## src/rtl/mem_rw_slave_if.sv

```systemverilog
// Memory request/response bundle between a test program (master) and the
// RAM slave. The master drives the request; the slave answers with registered
// read data and a one-cycle completion pulse.
interface mem_rw_slave_if #(
  parameter int ADDR_WIDTH = 4,
  parameter int DATA_WIDTH = 32
);
  logic                  wr;
  logic                  rd;
  logic [ADDR_WIDTH-1:0] addr;
  logic [DATA_WIDTH-1:0] wdata;
  logic [DATA_WIDTH-1:0] rdata;
  logic                  response;

  modport master (
    output wr,
    output rd,
    output addr,
    output wdata,
    input  rdata,
    input  response
  );

  modport slave (
    input  wr,
    input  rd,
    input  addr,
    input  wdata,
    output rdata,
    output response
  );
endinterface

```

## src/rtl/mem_rw_slave.sv

```systemverilog
// Single-port synchronous RAM slave. Word-addressed storage of MEM_SIZE words,
// registered read data (one-cycle latency) and a one-cycle response pulse for
// every accepted request. Simultaneous wr/rd or an out-of-range address is
// ignored: no write, rdata holds, no response.
module mem_rw_slave #(
  parameter int ADDR_WIDTH = 4,
  parameter int DATA_WIDTH = 32,
  parameter int MEM_SIZE   = 16
) (
  input  logic               clk,
  input  logic               reset,
  mem_rw_slave_if.slave      bus
);

  logic [DATA_WIDTH-1:0] mem_r [MEM_SIZE];
  logic [DATA_WIDTH-1:0] rdata_r;
  logic                  response_r;

  logic                  addr_in_range_s;
  logic                  req_legal_s;
  logic                  wr_accept_s;
  logic                  rd_accept_s;

  // Classify the current request: exactly one of wr/rd and an address inside
  // the storage; anything else is dropped without a response.
  always_comb begin
    addr_in_range_s = 1'b0;
    req_legal_s     = 1'b0;
    wr_accept_s     = 1'b0;
    rd_accept_s     = 1'b0;
    addr_in_range_s = (32'(bus.addr) < 32'(MEM_SIZE));
    req_legal_s     = (bus.wr ^ bus.rd) & addr_in_range_s;
    wr_accept_s     = req_legal_s & bus.wr;
    rd_accept_s     = req_legal_s & bus.rd;
  end

  // Storage, read-data register and response pulse; reset clears everything
  // and drops any request presented in the same cycle.
  always_ff @(posedge clk) begin
    if (!reset) begin
      for (int i = 0; i < MEM_SIZE; i++) begin
        mem_r[i] <= {DATA_WIDTH{1'b0}};
      end
      rdata_r    <= {DATA_WIDTH{1'b0}};
      response_r <= 1'b0;
    end else begin
      response_r <= req_legal_s;
      if (wr_accept_s) begin
        mem_r[bus.addr] <= bus.wdata;
      end
      if (rd_accept_s) begin
        rdata_r <= mem_r[bus.addr];
      end
    end
  end

  assign bus.rdata    = rdata_r;
  assign bus.response = response_r;

endmodule

```

## src/flat_wrapper.sv

```systemverilog
// flat-port wrapper written by rule: the top's interface ports become plain ports
module mem_rw_slave_flat 
#(
  parameter int ADDR_WIDTH = 4,
  parameter int DATA_WIDTH = 32,
  parameter int MEM_SIZE   = 16
)
  (clk, reset, bus_wr, bus_rd, bus_addr, bus_wdata, bus_rdata, bus_response);
  mem_rw_slave_if #(.ADDR_WIDTH(ADDR_WIDTH), .DATA_WIDTH(DATA_WIDTH)) bus_i ();
  input  logic clk;
  input  logic reset;
  input wire logic [$bits(bus_i.wr)-1:0] bus_wr;
  input wire logic [$bits(bus_i.rd)-1:0] bus_rd;
  input wire logic [$bits(bus_i.addr)-1:0] bus_addr;
  input wire logic [$bits(bus_i.wdata)-1:0] bus_wdata;
  output wire logic [$bits(bus_i.rdata)-1:0] bus_rdata;
  output wire logic [$bits(bus_i.response)-1:0] bus_response;
  assign bus_i.wr = bus_wr;
  assign bus_i.rd = bus_rd;
  assign bus_i.addr = bus_addr;
  assign bus_i.wdata = bus_wdata;
  assign bus_rdata = bus_i.rdata;
  assign bus_response = bus_i.response;
  mem_rw_slave #(.ADDR_WIDTH(ADDR_WIDTH), .DATA_WIDTH(DATA_WIDTH), .MEM_SIZE(MEM_SIZE)) u_core (.clk(clk), .reset(reset), .bus(bus_i));
endmodule
```

## config.mk

```make
export PLATFORM = sky130hd
export DESIGN_NAME = mem_rw_slave_flat
export DESIGN_NICKNAME = d
export VERILOG_FILES = /design/src/rtl/mem_rw_slave_if.sv /design/src/rtl/mem_rw_slave.sv /design/src/flat_wrapper.sv
export SDC_FILE = /design/constraint.sdc
export NUM_CORES = 1
export LEC_CHECK = 0
export CAP_MARGIN = 15
export CORE_ASPECT_RATIO = 1.5
export CORE_UTILIZATION = 35
export DETAILED_ROUTE_END_ITERATION = 10
export PLACE_DENSITY_LB_ADDON = 0.05
export SYNTH_ARGS = -nofsm -noshare
export SYNTH_HDL_FRONTEND = slang
export SYNTH_SLANG_ARGS = --single-unit
export TNS_END_PERCENT = 20
```

## constraint.sdc

```tcl
create_clock -name clk -period 5.3 [get_ports clk]
set_input_delay 1.06 -clock clk [delete_from_list [all_inputs] [get_ports clk]]
set_output_delay 1.06 -clock clk [all_outputs]
set_load 0.01 [all_outputs]
```

==> key figures <==
Run status
  – Outcome: finished clean

Timing
  – Final hold vios: 0
  – Setup ws final: 1.92 ns
  – Setup repair after global routing missed its margin: no
  – Slew Viols, Final: 0
  – Setup TNS Final: 0 ns
  – Final period utilization: 63.9%
  – Actual slew at the worst max-slew pin: 1.18 ns
  – Worst-case clock skew: 0.0293 ns
  – Setup-failing EPs final: 0
  – Post-layout min period: 3.38 ns
  – Slew HR: 21.3%
  – Fmax: 0.295 GHz

Final layout
  – Antenna Cells: 0
  – Final instance area: 28000 um^2
  – # fillers: 6459
  – Final #Nets: 1805
  – Share of cells above drive strength 1: 11.1%
  – Layout area overhead: 14.6%

Power and ir drop
  – Switching Power: 2.27 mW
  – Switching Share: 23.5%
  – Clk pwr share: 40.5%
  – Peak VDD IR: 235 uV
  – Int Power: 7.40 mW
  – Flop pwr share: 51.8%
  – Static leakage: 10.0 nW
  – PwrDens: 345 nW/um^2
  – Combinational share of power: 7.8%
  – Total power: 9.67 mW

Placement
  – Detailed placement HPWL: 45900 um
  – GP Congestion: 0.741
  – Pre-CTS setup slack: 1.26 ns
  – Placed cell area: 26300 um^2
  – Port buffer count: 72

Global routing
  – First-pass GRT wire length: 108000 um
  – Vias in the first global route: 14544
  – Largest net degree at the start of global routing: 50
  – Total track usage: 21.7%
  – Grt total ovfl: 0
  – Initial antenna violation count: 4

Floorplanning
  – Num rows: 118
  – Die outline width: 218 um
  – I/O pins: 73
  – Core area: 69100 um^2
  – DIE AREA: 71000 um^2
  – Die Y-Extent: 326 um
  – Initial core utilization: 35.4%

Drt
  – Initial DRC count: 827
  – Vias: 13847
  – DRC Markers: 0
  – DRT antenna net count: 0
  – Drt wl/cell: 28.0 um
  – Vias per inst: 5.11
  – Post-Route WL: 75800 um
  – First drt pass iteration count: 4

CTS
  – Post CTS Setup Buffer Count: 0
  – CTS max path bufs: 3
  – CTS tree: done
  – CTS Hold Bufs: 0
  – Clk Latency, worst-skew pair: 0.64 ns
  – CTS Buf Count: 55
  – CTS Root Cell: clkbuf_16
  – CTS H-Tree Depth: 2
  – CTS Sinks: 545
  – # resized after CTS: 0
  – Clock slew at the register clock pins of the worst setup and hold paths: 0.06 ns

Yosys
  – Post-Synth Simple-Gate Area: 15.5%
  – Largest family of logic cells by synthesized area: simple AND/OR/NAND/NOR gates
  – Synth Area in Adders: 0.102%
  – XOR/XNOR share of the synthesized area: 0%
  – Syn Nets: 1777
  – Area of the mapped netlist: 24500 um^2
  – Cells after synthesis: 1735
  – Seq/Total Area, Yosys: 65.6%
  – Proportion of synthesized area in mux cells: 10.8%
  – Synthesis-stage register bit count: 545
  – Syn Area/Cell: 14.1 um^2
  – Synth cell types: 35
  – Number of synthesis warnings: 0
  – Compound-Gate Fraction of Synth Area: 4.69%

Setup path
  – Worst path buffer plus inverter count: 3
  – WP data required: 5.63 ns
  – Delay-heaviest family, CP: simple AND/OR/NAND/NOR gates
  – CP endpoint kind: register
  – Crit Path Max Fanout: 19
  – Worst-path cell chain: clkdlybuf4s50_1 -> inv_1 -> ha_1 -> nand4b_2 -> nor3_4 -> nand2b_2 -> buf_4
  – CP max stage delay: 0.74 ns
  – Critical path class: in2reg
  – Critical path launch point type: input port
  – Arrival time at the worst endpoint: 3.72 ns
  – Worst path slowest cell: nand2b_2

Worst hold path
  – Hold WC Path Type: reg2reg

Run
  – Maxcap violations: 0
-- power groups by stage --
stage | Sequential (mW) | Combinational, mW | Clock, mW
3_3_place_gp | 5.09 | 0.764 | 0
3_5_place_dp | 5.10 | 0.769 | 0
2_1_floorplan | 5.09 | 0.415 | 0
4_1_cts | 5.01 | 0.770 | 4.01
6_report | 5.00 | 0.750 | 3.91
5_1_grt | 5.03 | 0.801 | 4.14
-- area by class of cell --
| class | instances | area [um^2] | share of cell area [%] |
|---|---|---|---|
| Clock buffer | 76 | 1530 | 5.45 |
| Multi-Input combinational cell | 1036 | 7860 | 28.0 |
| Tap cell | 900 | 1130 | 4.02 |
| Sequential cell | 545 | 16000 | 57.2 |
| Inverter | 2 | 7.51 | 0.0268 |
| Clock inverter | 26 | 236 | 0.844 |
| Timing Repair Buffer | 123 | 1230 | 4.41 |
-- final timing paths --
path / startpoint / end / slack, ns / depth (start not counted)
min: u_core.bus.rdata[24] / u_core.bus.rdata[24] / 0.54 / 2
min reg2reg: u_core.bus.rdata[24] / u_core.bus.rdata[24] / 0.54 / 2
max reg2reg: u_core.mem_r[10][19] / u_core.bus.rdata[19] / 3.81 / 4
max: bus_rd / u_core.mem_r[8][23] / 1.92 / 7
-- cell families (layout without fill, tap and decap cells) --
group / after synthesis / count (layout)
fa+ha+maj: 2 / 2
compound gates: 181 / 181
flops: 545 / 545
mux: 224 / 224
buf+inv: 154 / 227
simple gates: 629 / 629
-- registers in the layout, summed over array words and instances (netlist names) --
signal,cells
u_core.mem_r,512
u_core.bus.rdata,32
u_core.bus.response,1
-- placed cells by master (no fill, tap or decap), drive strengths merged, types with 3 or more instances in the layout --
cell type	netlist	routed
dfxtp	33	33
clkinv	0	19
or3b	3	3
nand3	25	25
clkbuf	105	76
mux2i	192	192
o21ai	53	53
edfxtp	512	512
nand2b	6	6
a31oi	32	32
nor2	45	45
and2	513	513
inv	2	3
mux4	32	32
a2bb2oi	23	23
clkdlybuf4s50	0	67
nand2	24	24
o22ai	64	64
bufinv	0	4
buf	47	56
nor3	4	4
a221oi	9	9
nand3b	3	3
-- synth_stat cells, drive strengths merged --
library cell  number  share of area (%)
nand4              1              0.051
mux2i            192                7.9
nand4b             2              0.097
clkbuf           105                1.6
mux4              32                2.9
ha                 2               0.10
o22ai             64                1.6
nand2b             6               0.15
nand3b             3              0.092
or3                1              0.026
nor2              45               0.72
and2             513                 13
a221oi             9               0.32
nand3             25               0.51
o21ai             53                1.1
buf               47                1.7
a2bb2oi           23               0.82
a31oi             32               0.82
nand2             24               0.37
or3b               3               0.11
edfxtp           512                 63
dfxtp             33                2.7
nor3               4               0.16
nor2b              2              0.051
inv                2              0.031
-- stage by stage --
step	utilization, %	hold WS, ns	cells
after global placement	38.0	0.539	2604
after detailed placement	38.0	0.534	2606
after CTS	40.6	0.545	2708
final	40.6	0.543	2708
after floorplan	-	0.542	1735
after global routing	40.6	0.574	2708
-- worst min-delay path, cell delays in order, from the launching register on --
cell and delay [ns]:
dfxtp_1 0.31, o21ai_0 0.14, a31oi_1 0.05
-- routing by layer --
metal	share of wire [%]	track usage [%]	wire (um)	vias up
met1	41	26.6	30900	7104
met4	2.2	5.44	1660	0
met5	0	0	0	-
met3	3.7	2.64	2790	94
met2	53	39.9	40400	285
li1	-	-	-	6364
Power figures use the tool's default switching activity.
